--- config.mk ---
export PLATFORM = sky130hd
export DESIGN_NAME = pc_fetch_unit
export DESIGN_NICKNAME = d
export VERILOG_FILES = /design/src/rtl/pc_fetch_unit.sv
export SDC_FILE = /design/constraint.sdc
export NUM_CORES = 1
export LEC_CHECK = 0
export CORE_MARGIN = 2
export CORE_UTILIZATION = 39
export CTS_BUF_LIST = sky130_fd_sc_hd__clkbuf_4 sky130_fd_sc_hd__clkbuf_8 sky130_fd_sc_hd__clkbuf_16
export CTS_CLUSTER_SIZE = 10
export DETAILED_ROUTE_END_ITERATION = 8
export PLACE_DENSITY_LB_ADDON = 0.12
export SETUP_SLACK_MARGIN = 0.02
export SLEW_MARGIN = 25
export SYNTH_ARGS = -nofsm -noshare
export SYNTH_HDL_FRONTEND = slang
export SYNTH_SLANG_ARGS = --single-unit
--- constraint.sdc ---
create_clock -name clk -period 2.3 [get_ports clk]
set_input_delay 0.575 -clock clk [delete_from_list [all_inputs] [get_ports clk]]
set_output_delay 0.575 -clock clk [all_outputs]
set_load 0.05 [all_outputs]
--- src/rtl/pc_fetch_unit.sv ---
// Program counter and single-outstanding instruction fetch sequencer.
// Redirects (jump over branch) retarget the PC; a misaligned target vectors to EXC_VEC.
module pc_fetch_unit #(
    parameter logic [31:0] RESET_PC = 32'h0000_3000,
    parameter logic [31:0] EXC_VEC  = 32'h0000_4180
) (
    input  logic        clk,
    input  logic        rst_n,
    output logic [31:0] pc_o,
    input  logic [31:0] pc_plus4_i,
    input  logic        br_taken_i,
    input  logic [31:0] br_target_i,
    input  logic        jmp_i,
    input  logic [31:0] jmp_target_i,
    input  logic        stall_i,
    output logic        imem_req_o,
    output logic [31:0] imem_addr_o,
    input  logic        imem_gnt_i,
    input  logic        imem_rvalid_i,
    input  logic [31:0] imem_rdata_i,
    output logic        if_valid_o,
    output logic [31:0] if_instr_o,
    output logic [31:0] if_pc_o,
    input  logic        id_ready_i,
    output logic        exc_misalign_o,
    output logic [1:0]  dbg_state_o
);

    // Handshakes: imem request is taken when imem_req_o & imem_gnt_i are high on a
    // rising edge; decode takes an instruction when if_valid_o & id_ready_i are high.
    typedef enum logic [1:0] {IDLE, REQ, WAIT, HOLD} state_t;

    state_t      state_q, state_d;
    logic        kill_q, kill_d;
    logic [31:0] pc_d;
    logic        if_valid_d;
    logic [31:0] if_instr_d, if_pc_d;
    logic        exc_d;
    logic        redir;
    logic [31:0] tgt;
    logic        misalign;
    logic [31:0] redir_pc;

    assign redir       = (state_q != IDLE) && (jmp_i || br_taken_i);
    assign tgt         = jmp_i ? jmp_target_i : br_target_i;
    assign misalign    = redir && (tgt[1:0] != 2'b00);
    assign redir_pc    = misalign ? EXC_VEC : tgt;
    assign imem_req_o  = (state_q == REQ) && !stall_i;
    assign imem_addr_o = pc_o;
    assign dbg_state_o = state_q;

    always_comb begin
        state_d    = state_q;
        kill_d     = kill_q;
        pc_d       = pc_o;
        if_valid_d = if_valid_o;
        if_instr_d = if_instr_o;
        if_pc_d    = if_pc_o;
        exc_d      = misalign;

        if (redir) pc_d = redir_pc;

        case (state_q)
            IDLE: state_d = REQ;
            REQ: begin
                // A grant coinciding with a redirect fetches the stale PC; kill its response.
                if (imem_req_o && imem_gnt_i) begin
                    state_d = WAIT;
                    kill_d  = redir;
                end
            end
            WAIT: begin
                if (imem_rvalid_i) begin
                    if (redir || kill_q) begin
                        kill_d  = 1'b0;
                        state_d = REQ;
                    end else begin
                        if_instr_d = imem_rdata_i;
                        if_pc_d    = pc_o;
                        if_valid_d = 1'b1;
                        state_d    = HOLD;
                    end
                end else if (redir) begin
                    kill_d = 1'b1;
                end
            end
            HOLD: begin
                if (redir) begin
                    if_valid_d = 1'b0;
                    state_d    = REQ;
                end else if (id_ready_i && !stall_i) begin
                    if_valid_d = 1'b0;
                    pc_d       = pc_plus4_i;
                    state_d    = REQ;
                end
            end
            default: state_d = IDLE;
        endcase
    end

    always_ff @(posedge clk or negedge rst_n) begin
        if (!rst_n) begin
            state_q        <= IDLE;
            kill_q         <= 1'b0;
            pc_o           <= RESET_PC;
            if_valid_o     <= 1'b0;
            if_instr_o     <= 32'h0;
            if_pc_o        <= 32'h0;
            exc_misalign_o <= 1'b0;
        end else begin
            state_q        <= state_d;
            kill_q         <= kill_d;
            pc_o           <= pc_d;
            if_valid_o     <= if_valid_d;
            if_instr_o     <= if_instr_d;
            if_pc_o        <= if_pc_d;
            exc_misalign_o <= exc_d;
        end
    end

endmodule

[After elaboration in Yosys (flattened, before gate mapping)]
Cells that the tools add are included.
Cells by class
  bitwise operators: 1
  mux-type cells: 22
  reduce and logical (&&, ||, !) cells: 17
  eq/ne operators: 9
Operator list (number)
  $mux 32: 6
  $mux 2: 5
  $ne 3x3->1 const B: 3
  $mux 1: 8
  $pmux 2 s4: 1
  $reduce_and 4->1: 2
  $reduce_bool 2->1: 4
  $reduce_and 3->1: 2
  $logic_and 1x1->1: 5
  $eq 2x2->1 const B: 2
  $ne 2x2->1 const B: 2
  $pmux 1 s2: 2
  $eq 2x1->1 const B: 1
  $logic_not 2->1: 1
  $logic_or 1x1->1: 2
  $ne 2x1->1 const B: 1
  $logic_not 1->1: 1
  $not 1->1: 1
Storage, ports and cells
  word-level logic and storage cells: 56
  input port bits: 136
  register bits after elaboration: 101
  output and inout bits: 133

[Longest topological paths before layout]
Gate-level depths: netlist of run 1.
  depth after elaboration: 8
  mapped depth: 9
  mapped depth without buffers: 6

[Least setup slack after synthesis of run 1]
No wires, ideal clock.
  path type: reg-to-output
  start point: reg state_q[1] (netlist: dbg_state_o[1])
  end point: out imem_req_o
  data arrival time: 1.707 ns
  path slack: 0.018 ns
  required time: 1.725 ns
  stages on the path, launching flop included: 4
  cell sequence: dfrtp_1 inv_1 ha_1 nor2b_1
Between the ends
  longest elaborated chain between the ends: 2
Ends and longest elaborated chain
  start: declaration: RTL line 33  | state_t state_q, state_d;
  start signal: assignment: RTL line 111  | state_q <= state_d;
  $eq 2x1->1: RTL line 48  | assign imem_req_o = (state_q == REQ) && !stall_i;
  $logic_and 1x1->1: RTL line 48
  end: declaration: RTL line 16  | output logic imem_req_o,
Every way passes these cells.

[Worst setup path after layout of run 1]
  start point: reg state_q[0] (netlist: dbg_state_o[0])
  end point: out dbg_state_o[0]
RTL lines
  end: declaration: RTL line 26  | output logic [1:0] dbg_state_o
No word-level cell between the ends.

==> results of run 1 <==
==> metal layers <==
| metal | up-vias | GRT usage (%) |
|---|---|---|
| met3 | 14 | 4.50 |
| met4 | 0 | 6.35 |
| met5 | - | 0 |
| li1 | 1791 | - |
| met2 | 135 | 36.1 |
| met1 | 1828 | 23.1 |
==> power by group <==
group,leakage (nW),internal (W),switching (W)
combinational,2.09,0.00222,0.00413
clock,0.147,0.000893,0.000620
sequential,1.32,0.00249,0.000452
==> logic make-up after synthesis <==
kind of cell / after synthesis / synth area share [%]
AOI/OAI and AO/OA: 42 / 4.81
muxes: 128 / 28.7
adders and majority gates: 5 / 1.29
and+or+nand+nor: 46 / 4.91
buffers and inverters: 61 / 8.28
DFF: 101 / 52.0
==> final timing paths <==
check / start / end / slack [ns] / depth (start not counted)
min in group clk: if_instr_o[3] / if_instr_o[3] / 0.48 / 1
worst max-delay path: dbg_state_o[0] / dbg_state_o[0] / 0.11 / 1
worst min-delay path: rst_n / if_pc_o[24] / 0.26 / 2
worst min register to register: if_instr_o[3] / if_instr_o[3] / 0.48 / 1
worst max register to register: dbg_state_o[0] / imem_addr_o[21] / 0.26 / 6
max in group asynchronous: rst_n / kill_q / 1.57 / 2
==> layout by cell type (no fill, tap or decap), types with 2 or more instances in the layout <==
master,count
nand3_1,27
clkinv_2,2
o21ai_0,29
a21oi_1,6
mux2_2,42
buf_12,7
nand2_1,4
ha_1,5
dfstp_2,2
clkbuf_16,9
mux2_1,49
clkdlybuf4s50_1,261
mux2i_1,37
nor2_1,5
inv_1,5
clkbuf_8,2
and3_1,3
buf_4,6
dlygate4sd2_1,4
dfrtp_1,99
nand2b_1,3
==> cell type report <==
type                    instances  area (um2)  share of cell area, %
multi-input cells             221        1960                   24.9
clock inverters                 4        47.5                  0.605
clock buffers                  11         253                   3.22
flip-flops and latches        101        2530                   32.2
repair buffers                279        2840                   36.1
well taps                     168         210                   2.68
inverters                       5        18.8                  0.239
==> registers in the layout, summed over array words and instances, names as in the netlist <==
signal,cells
if_instr_o,32
if_pc_o,32
imem_addr_o,32
dbg_state_o,2
exc_misalign_o,1
if_valid_o,1
kill_q,1
==> timing repair <==
action	CTS	global route
buffers inserted	0	0
endpoints found under the setup margin	4	0
resized for setup	4	0
==> metrics by stage <==
| stage | total power (W) | TNS [ns] | setup WS (ns) | hold WS (ns) | utilization [%] |
|---|---|---|---|---|---|
| after CTS | 0.0109 | 0 | 0.0976 | 0.311 | 64.8 |
| after detailed placement | 0.00938 | -0.574 | -0.0357 | 0.474 | 62.4 |
| after global routing | 0.0113 | 0 | 0.0532 | 0.302 | 64.8 |
| after global placement | 0.00929 | 0 | 0.0267 | 0.466 | 62.4 |
| final | 0.0108 | 0 | 0.111 | 0.257 | 64.8 |
| after floorplan | 0.00717 | 0 | 0.139 | 0.279 | - |
==> flow_summary_export.csv, run 1 <==
group,metric,value,unit
synth,synthTopCellsByArea,"dfrtp_1 (51%), mux2_1 (11%), mux2_2 (9.7%), mux2i_1 (7.6%), buf_4 (4.9%)",
synth,synthFlopType,"dfrtp_1",
setup_path,crit_chain,"clkdlybuf4s50_1",
hold_path,holdCritPathClass,"in2async",
detailed_routing,wirelength,13300,um
timing,setup_viol,0,
global_routing,grt_pass1_wl,20400,um
synth,synth_area,4860,um2
timing,slew-limit-headroom,62.0,%
power_and_ir_drop,cellLeakagePower,3.56,nW
timing,finalClockSkew,0.00546,ns
synth,synth.net_count,524,
cells_and_area,antenna_cells,0,
setup_path,crit_type,"reg2out",
placement,place.gp.congestion,0.753,
die,io-pin-count,269,
timing,final.period_utilization,95.2,%
detailed_routing,drtIter0Drc,158,
clocking,clock-sinks,101,
setup_path,crit_family,"buffers and inverters",
timing,rsz0062_at_grt,"false",
synth,synth_top_area_cell,"dfrtp_1",
detailed_routing,route.detailed.drc,0,
setup_path,cp_slowest_cell,"clkdlybuf4s50_1",
setup_path,cp.required,1.73,ns
clocking,cts_tree,"done",
setup_path,path_max_fanout,5,
die,die_h,116,um
flow_run,drv_cap,0,
synth,synth_top_area_share,50.9,%
detailed_routing,top_layer,"met4",
setup_path,crit_buf_inv,1,
detailed_routing,viasPerCell,4.78,
cells_and_area,finalNonFillerCells,789,
detailed_routing,drt-met1-wl,5220,um
die,start_util,40.2,%
setup_path,critPathArrivalTime,1.61,ns
synth,synth_area_per_cell,12.7,um2
die,die_w,116,um
cells_and_area,drive_above_1_share,12.6,%
placement,dpl.hpwl,9900,um
clocking,ctsHoldBuffers,0,
timing,worst_pin_slew,0.570,ns
detailed_routing,ant_nets,0,
detailed_routing,dr_total_vias,3768,
placement,dp_cells,774,
timing,fin_crit,2.19,ns
global_routing,grt_overflow,0,
clocking,cts_buffers,9,
synth,synth_commonest_cells,"dfrtp_1 (99), mux2_1 (49), mux2_2 (42)",
synth,async_flop_share,100,%
timing,maxSlewViolCount,0,
global_routing,grt_max_degree,102,
global_routing,grt_usage,19.8,%
setup_path,cp-start-kind,"flip-flop",
cells_and_area,final_area,7850,um2
setup_path,critPathMaxStageDelay,0.86,ns
synth,ys_seq_elements,101,
synth,yosysMostFrequentCell,"dfrtp_1",
die,rows,40,
clocking,cts_root_buf,"clkbuf_16",
placement,dpl_cell_area,7560,um2
placement,portBuffers,268,
cells_and_area,fillers,1021,
synth,seq_area_frac_synth,52.0,%
cells_and_area,final_nets,758,
timing,hold_violations,0,
detailed_routing,dr.pass1.iters,4,
cells_and_area,syn2layout_area_growth,61.5,%
synth,ys_types,29,
die,dieArea,13400,um2
synth,netlist_instances,383,
detailed_routing,detail_route.wl_per_cell,16.9,um
die,core,12100,um2
synth,synth-edff-count,0,
power_and_ir_drop,power_density,1380,nW/um2
clocking,h-tree-depth,3,
detailed_routing,dr_wl_met3,904,um
power_and_ir_drop,irDropWorstVdd,0.660,mV
timing,fmax,457,MHz
run_status,status,"finished clean",
global_routing,antenna_found_initial,0,
detailed_routing,wl_met2,6960,um
clocking,clk_path_buf_depth,2,
clocking,clkTransAtPathRegs,0.06,ns
clocking,clkLatencyLatePin,0.33,ns
setup_path,end_kind,"output port",
global_routing,grt_pass1_vias,3983,
synth,synth-warning-count,0,
Note: power is estimated with default switching activity, not from simulation.
==> run 2, diff against run 1 <==
- SLEW_MARGIN: 25 -> 10
==> results of run 2 <==
No change in the layout: final DEF, timing and power equal those of run 1.
